File: config.mk
export PLATFORM = sky130hd
export DESIGN_NAME = serial_add_sched
export DESIGN_NICKNAME = d
export VERILOG_FILES = /design/src/rtl/serial_add_sched.sv
export SDC_FILE = /design/constraint.sdc
export NUM_CORES = 1
export LEC_CHECK = 0
export CORE_MARGIN = 2
export CORE_UTILIZATION = 35
export DETAILED_ROUTE_END_ITERATION = 8
export PLACE_DENSITY = 0.63
export SLEW_MARGIN = 20
export SYNTH_ARGS = -nofsm -noshare
export SYNTH_HDL_FRONTEND = slang
export SYNTH_SLANG_ARGS = --single-unit
File: constraint.sdc
create_clock -name clk -period 1.5 [get_ports clk]
set_input_delay 0.3 -clock clk [delete_from_list [all_inputs] [get_ports clk]]
set_output_delay 0.3 -clock clk [all_outputs]
set_load 0.01 [all_outputs]
File: src/rtl/serial_add_sched.sv
// serial_add_sched: round-robin shared bit-serial adder, LSB-first, one bit per cycle
//   clk, rst_n         clock, asynchronous active-low reset
//   req_valid/ready    per-requester handshake; ready is the one-cycle grant in IDLE
//   a0,b0,cin0         requester 0 operands
//   a1,b1,cin1         requester 1 operands
//   res_valid/ready    result handshake toward the consumer
//   res_id,sum,cout    owner of the result, a+b+cin mod 2^WIDTH, carry out
//   busy               high while an operation is running or waiting to be taken
module serial_add_sched #(
    parameter int WIDTH = 8
) (
    input  logic             clk,
    input  logic             rst_n,
    input  logic [1:0]       req_valid,
    output logic [1:0]       req_ready,
    input  logic [0:WIDTH-1] a0,
    input  logic [0:WIDTH-1] b0,
    input  logic             cin0,
    input  logic [0:WIDTH-1] a1,
    input  logic [0:WIDTH-1] b1,
    input  logic             cin1,
    output logic             res_valid,
    input  logic             res_ready,
    output logic             res_id,
    output logic [0:WIDTH-1] sum,
    output logic             cout,
    output logic             busy
);
    localparam int CW = (WIDTH > 1) ? $clog2(WIDTH) : 1;

    typedef enum logic [1:0] {IDLE, RUN, DONE} state_t;

    state_t           state;
    logic             rr;
    logic [CW-1:0]    cnt;
    logic [0:WIDTH-1] a_r, b_r;
    logic             carry;
    logic             win, s_bit, c_bit;

    // With [0:WIDTH-1] vectors the numerically least significant bit sits at
    // index WIDTH-1; operands shift toward it so each step reads the same index.
    always_comb begin
        win       = (req_valid == 2'b11) ? rr : req_valid[1];
        req_ready = (rst_n && state == IDLE && |req_valid) ? (win ? 2'b10 : 2'b01) : 2'b00;
        s_bit     = a_r[WIDTH-1] ^ b_r[WIDTH-1] ^ carry;
        c_bit     = (a_r[WIDTH-1] & b_r[WIDTH-1]) | (a_r[WIDTH-1] & carry) | (b_r[WIDTH-1] & carry);
    end

    always_ff @(posedge clk or negedge rst_n) begin
        if (!rst_n) begin
            state     <= IDLE;
            rr        <= 1'b0;
            cnt       <= '0;
            a_r       <= '0;
            b_r       <= '0;
            carry     <= 1'b0;
            res_valid <= 1'b0;
            res_id    <= 1'b0;
            sum       <= '0;
            cout      <= 1'b0;
            busy      <= 1'b0;
        end else begin
            case (state)
                IDLE: if (|req_valid) begin
                    a_r    <= win ? a1 : a0;
                    b_r    <= win ? b1 : b0;
                    carry  <= win ? cin1 : cin0;
                    res_id <= win;
                    cnt    <= '0;
                    sum    <= '0;
                    cout   <= 1'b0;
                    busy   <= 1'b1;
                    state  <= RUN;
                end
                RUN: begin
                    // New bit enters at the MSB end; after WIDTH steps the
                    // first bit computed has reached the LSB position.
                    sum   <= {s_bit, sum[0:WIDTH-2]};
                    carry <= c_bit;
                    a_r   <= a_r >> 1;
                    b_r   <= b_r >> 1;
                    cnt   <= cnt + 1'b1;
                    if (cnt == CW'(WIDTH - 1)) begin
                        cout      <= c_bit;
                        res_valid <= 1'b1;
                        state     <= DONE;
                    end
                end
                DONE: if (res_ready) begin
                    res_valid <= 1'b0;
                    busy      <= 1'b0;
                    rr        <= ~res_id;
                    state     <= IDLE;
                end
                default: state <= IDLE;
            endcase
        end
    end
endmodule

Word-level counts from Yosys, hierarchy flattened
Cells that the tools add are included.
{"block": "classes", "addsub": 1, "n_eq_ne": 7, "muxes": 28, "bitwise_logic": 8, "reduce_logical": 14}
{"operator": "$pmux 8 s2", "count": 3}
{"operator": "$mux 8", "count": 5}
{"operator": "$reduce_and 3->1", "count": 4}
{"operator": "$mux 2", "count": 5}
{"operator": "$mux 1", "count": 8}
{"operator": "$pmux 1 s2", "count": 4}
{"operator": "$pmux 2 s3", "count": 1}
{"operator": "$pmux 3 s2", "count": 1}
{"operator": "$reduce_and 2->1", "count": 3}
{"operator": "$reduce_bool 2->1", "count": 3}
{"operator": "$eq 2x2->1 const B", "count": 2}
{"operator": "$ne 2x2->1 const B", "count": 2}
{"operator": "$add 3x1->3 const B", "count": 1}
{"operator": "$and 1x1->1", "count": 3}
{"operator": "$eq 3x3->1 const B", "count": 1}
{"operator": "$mux 3", "count": 1}
{"operator": "$eq 2x1->1 const B", "count": 1}
{"operator": "$logic_and 1x1->1", "count": 2}
{"operator": "$logic_not 2->1", "count": 1}
{"operator": "$ne 2x1->1 const B", "count": 1}
{"operator": "$or 1x1->1", "count": 2}
{"operator": "$reduce_or 2->1", "count": 1}
{"operator": "$xor 1x1->1", "count": 2}
{"operator": "$not 1->1", "count": 1}
{"block": "word_totals", "reg_bits": 35, "in_bits": 39, "out_inout_bits": 14, "elab_cells": 69}

Longest topological paths before layout
Gate-level depths: netlist of run 1.
{"block": "depth", "ltp_word": 5, "depth_mapped": 5}

Least setup slack after synthesis of run 1
Ideal clock, no wire load.
{"block": "synth_timing", "path_type": "register -> output", "from": "register state[0]", "to": "output req_ready[0]", "arrival_time_ps": 1042, "required_ps": 1200, "slack_ps": 158, "stages_incl_launch_ff": 4, "path_cell_list": "dfrtp_1 > buf_2 > nor3_1 > and3_1"}
{"block": "synth_between", "elab_chain_len": 4}
{"element": "start, declared", "line": "33", "source": "state_t state;"}
{"element": "start signal, assigned", "line": "51", "source": "state <= IDLE;"}
{"element": "start signal, assigned", "line": "73", "source": "state <= RUN;"}
{"element": "start signal, assigned", "line": "86", "source": "state <= DONE;"}
{"element": "$logic_not 2->1", "line": "44", "source": "req_ready = (rst_n && state == IDLE && |req_valid) ? (win ? 2'b10 : 2'b01) : 2'b00;"}
{"element": "$logic_and 1x1->1 (2 in series)", "line": "44"}
{"element": "$mux 2", "line": "44"}
{"element": "end, declared", "line": "15", "source": "output logic [1:0] req_ready,"}
Every way passes these cells.

Worst setup path in the final report of run 1
{"block": "layout_timing", "from": "register state[1]", "to": "output req_ready[1]"}
The elaborated chain is that of the path after synthesis.

==> results.ini, run 1 <==
[sta]
fmax_mhz=642.9
setup_violations=23
slew_headroom_pct=73.19
fin_crit_ns=1.556
hold_viol_final=0
period_share_pct=103.7
tightestPinTransition_ns=0.4008
hold_ws_ns=0.007006
tns_ns=-0.4859
fin_ws_ns=-0.05556
fin_skew_ns=0.002388
rsz0062_at_grt=yes
maxSlewViolCount=0

[synth]
ys.flop_type=dfrtp_1
ys_warn_count=0
synth_edf_count=0
synth_area_per_cell_um2=11.03
synth_area_leaders=dfrtp_1, mux2i_1, nand3_2
synth_top_area_share_pct=48.11
synth.distinct_cells=27
async_flop_share_pct=100.0
synth_fp_nets=207
synth_area_mm2=0.001820
synth-seq-cells=35
synth-seq-area-share_pct=48.11
yosysMostFrequentCell=dfrtp_1
synthesis.instances=165
synth_top_area_cell=dfrtp_1
ys_top_cells_by_count=dfrtp_1, nand2_1, mux2i_1, o21ai_1, a22oi_1

[layout]
layout-drive-gt1-share_pct=27.35
multiInputGateArea_um2=874.6
fill_cells=478
diodes=0
nets=275
seq_area_um2=875.8
area_growth_pct=48.11

[global_routing]
grt_usage_pct=14.14
antenna_found_initial=0
grt-ovfl-total=0
grt_max_degree=22
grt_pass1_vias=1470
grt_pass1_wl_um=6610

[power]
peakVddDrop_mv=0.6003
totalPowerFinal_mw=4.470
p_leak_nw=1.263
power_density_mw_per_mm2=1658

[route]
drc_errors=0
wl_per_cell_um=13.55
drt_first_pass_iters=4
routed_wl_um=4119
postRouteAntennaNets=0
viasPerCell=4.852
drt_iter0_markers=72
route.vias.total=1475

[min_path]
hold_path.class=in2async

[critical_path]
cp.arrival_ns=1.26
start_kind=flip-flop
crit_required_ns=1.20
cp_max_fo=3
path_class=reg2out
end_kind=output pin

[floorplanning]
die-area_mm2=0.005794
row_count=26
die_y_um=76.12
coreArea_mm2=0.005075
io-pin-count=53
fp.dieW_um=76.12
start_util_pct=35.87

[clock_tree]
cts_max_path_buffers=2
clkSinkCount=35
clockRootBuffer=clkbuf_8
h-tree-depth=2
cts_buffers=5
cts.clk_slew.worst_paths_ns=0.07
clk_latency_ns=0.29
tritoncts=yes

[placed_design]
portBuffers=52
gp_congestion=0.7638
dp_hpwl_um=2651

[run_status]
status=complete, but fails checks
violations=negative setup slack

[run]
drv_cap=0

cell families (layout without fill, tap and decap cells):
logic type | after synthesis | count (layout) | synth area share (%)
AND/OR/NAND/NOR | 49 | 49 | 16.49
AO/OA/AOI/OAI | 44 | 44 | 15.46
flip-flops | 35 | 35 | 48.11
multiplexers | 17 | 17 | 9.347
buffers and inverters | 17 | 86 | 8.110
adder cells (fa/ha/maj) | 3 | 3 | 2.474
path summary, 6_finish.rpt:
kind	startpoint	endpoint	slack (ns)	cells after the start
min	rst_n	state[0]$_DFFE_PN0P_	0.007	2
max in group asynchronous	rst_n	cnt[0]$_DFFE_PN0P_	0.76	3
min in group clk	res_id$_DFFE_PN0P_	rr$_DFFE_PN0P_	0.50	1
min reg2reg	res_id$_DFFE_PN0P_	rr$_DFFE_PN0P_	0.50	1
max	state[1]$_DFFE_PN0P_	req_ready[1]	-0.06	3
max reg2reg	state[1]$_DFFE_PN0P_	sum[2]$_DFFE_PN0P_	-0.04	6
area by class of cell:
class                      count  share of cell area (%)
timing repair buffer          72                   27.29
inverter                       6                  0.8353
tap                           70                   3.248
sequential                    35                   32.48
clock buffer                   8                   3.712
multi-input combinational    113                   32.44
power by group:
part / switching (mW) / leakage (nW) / internal (mW)
Combinational: 1.05 / 0.770 / 1.03
Clock: 0.341 / 0.0515 / 0.419
Sequential: 0.286 / 0.442 / 1.34
critical path, cell delays in order, from the launching register on:
cell and delay (ns):
dfrtp_1 0.42, buf_6 0.14, nor4b_4 0.25, buf_2 0.16
per-layer routing:
layer / vias up / track usage, % / part of all wire [%]
li1: 725 / - / -
met1: 691 / 17.03 / 42
met2: 52 / 23.39 / 51
met3: 7 / 5.095 / 6.0
met4: 0 / 5.091 / 1.0
met5: - / 0 / 0
layout by cell type (no fill, tap or decap), types with 2 or more instances in the layout:
master	n
a21oi_1	6
a22oi_1	14
buf_2	3
buf_4	10
buf_6	4
clkbuf_16	3
clkbuf_8	7
clkdlybuf4s50_1	35
dfrtp_1	35
dlygate4sd2_1	12
dlymetal6s2s_1	2
ha_1	2
inv_1	5
mux2i_1	17
nand2_1	21
nand2_2	2
nand3_2	13
nor2_1	6
o21ai_1	9
o21ai_2	10
or3_4	2
flip-flops by register name, summed over array words and instances, names as in the netlist:
register / count
state: 2
rr: 1
res_id: 1
busy: 1
a_r: 8
b_r: 8
cout: 1
sum: 8
carry: 1
cnt: 3
res_valid: 1
metrics by stage:
| step | std cells | cell area (µm²) | setup WS, ns | utilization, % |
|---|---|---|---|---|
| final | 304 | 2696 | -0.05556 | 53.13 |
| after global routing | 304 | 2696 | -0.1098 | 53.13 |
| after CTS | 300 | 2531 | -0.04603 | 49.88 |
| after detailed placement | 287 | 2394 | -0.6151 | 47.16 |
| after global placement | 287 | 2394 | -0.5910 | 47.16 |
| after floorplan | 165 | 1821 | 0.1576 | - |
repair_timing:
action,CTS,global route
gates cloned,0,3
pin swaps,4,12
setup endpoints to repair,38,22
endpoints found under the hold margin,16,0
resized for setup,25,19
buffers inserted,4,1
hold buffers,1,0
Power figures use the tool's default switching activity.
==> run 2, diff against run 1 <==
--- a/config.mk
+++ b/config.mk
@@ -5,6 +5,7 @@
 export SDC_FILE = /design/constraint.sdc
 export NUM_CORES = 1
 export LEC_CHECK = 0
+export ABC_AREA = 0
 export CORE_MARGIN = 2
 export CORE_UTILIZATION = 35
 export DETAILED_ROUTE_END_ITERATION = 8
==> results of run 2 <==
No change in the layout: final DEF, timing and power equal those of run 1.
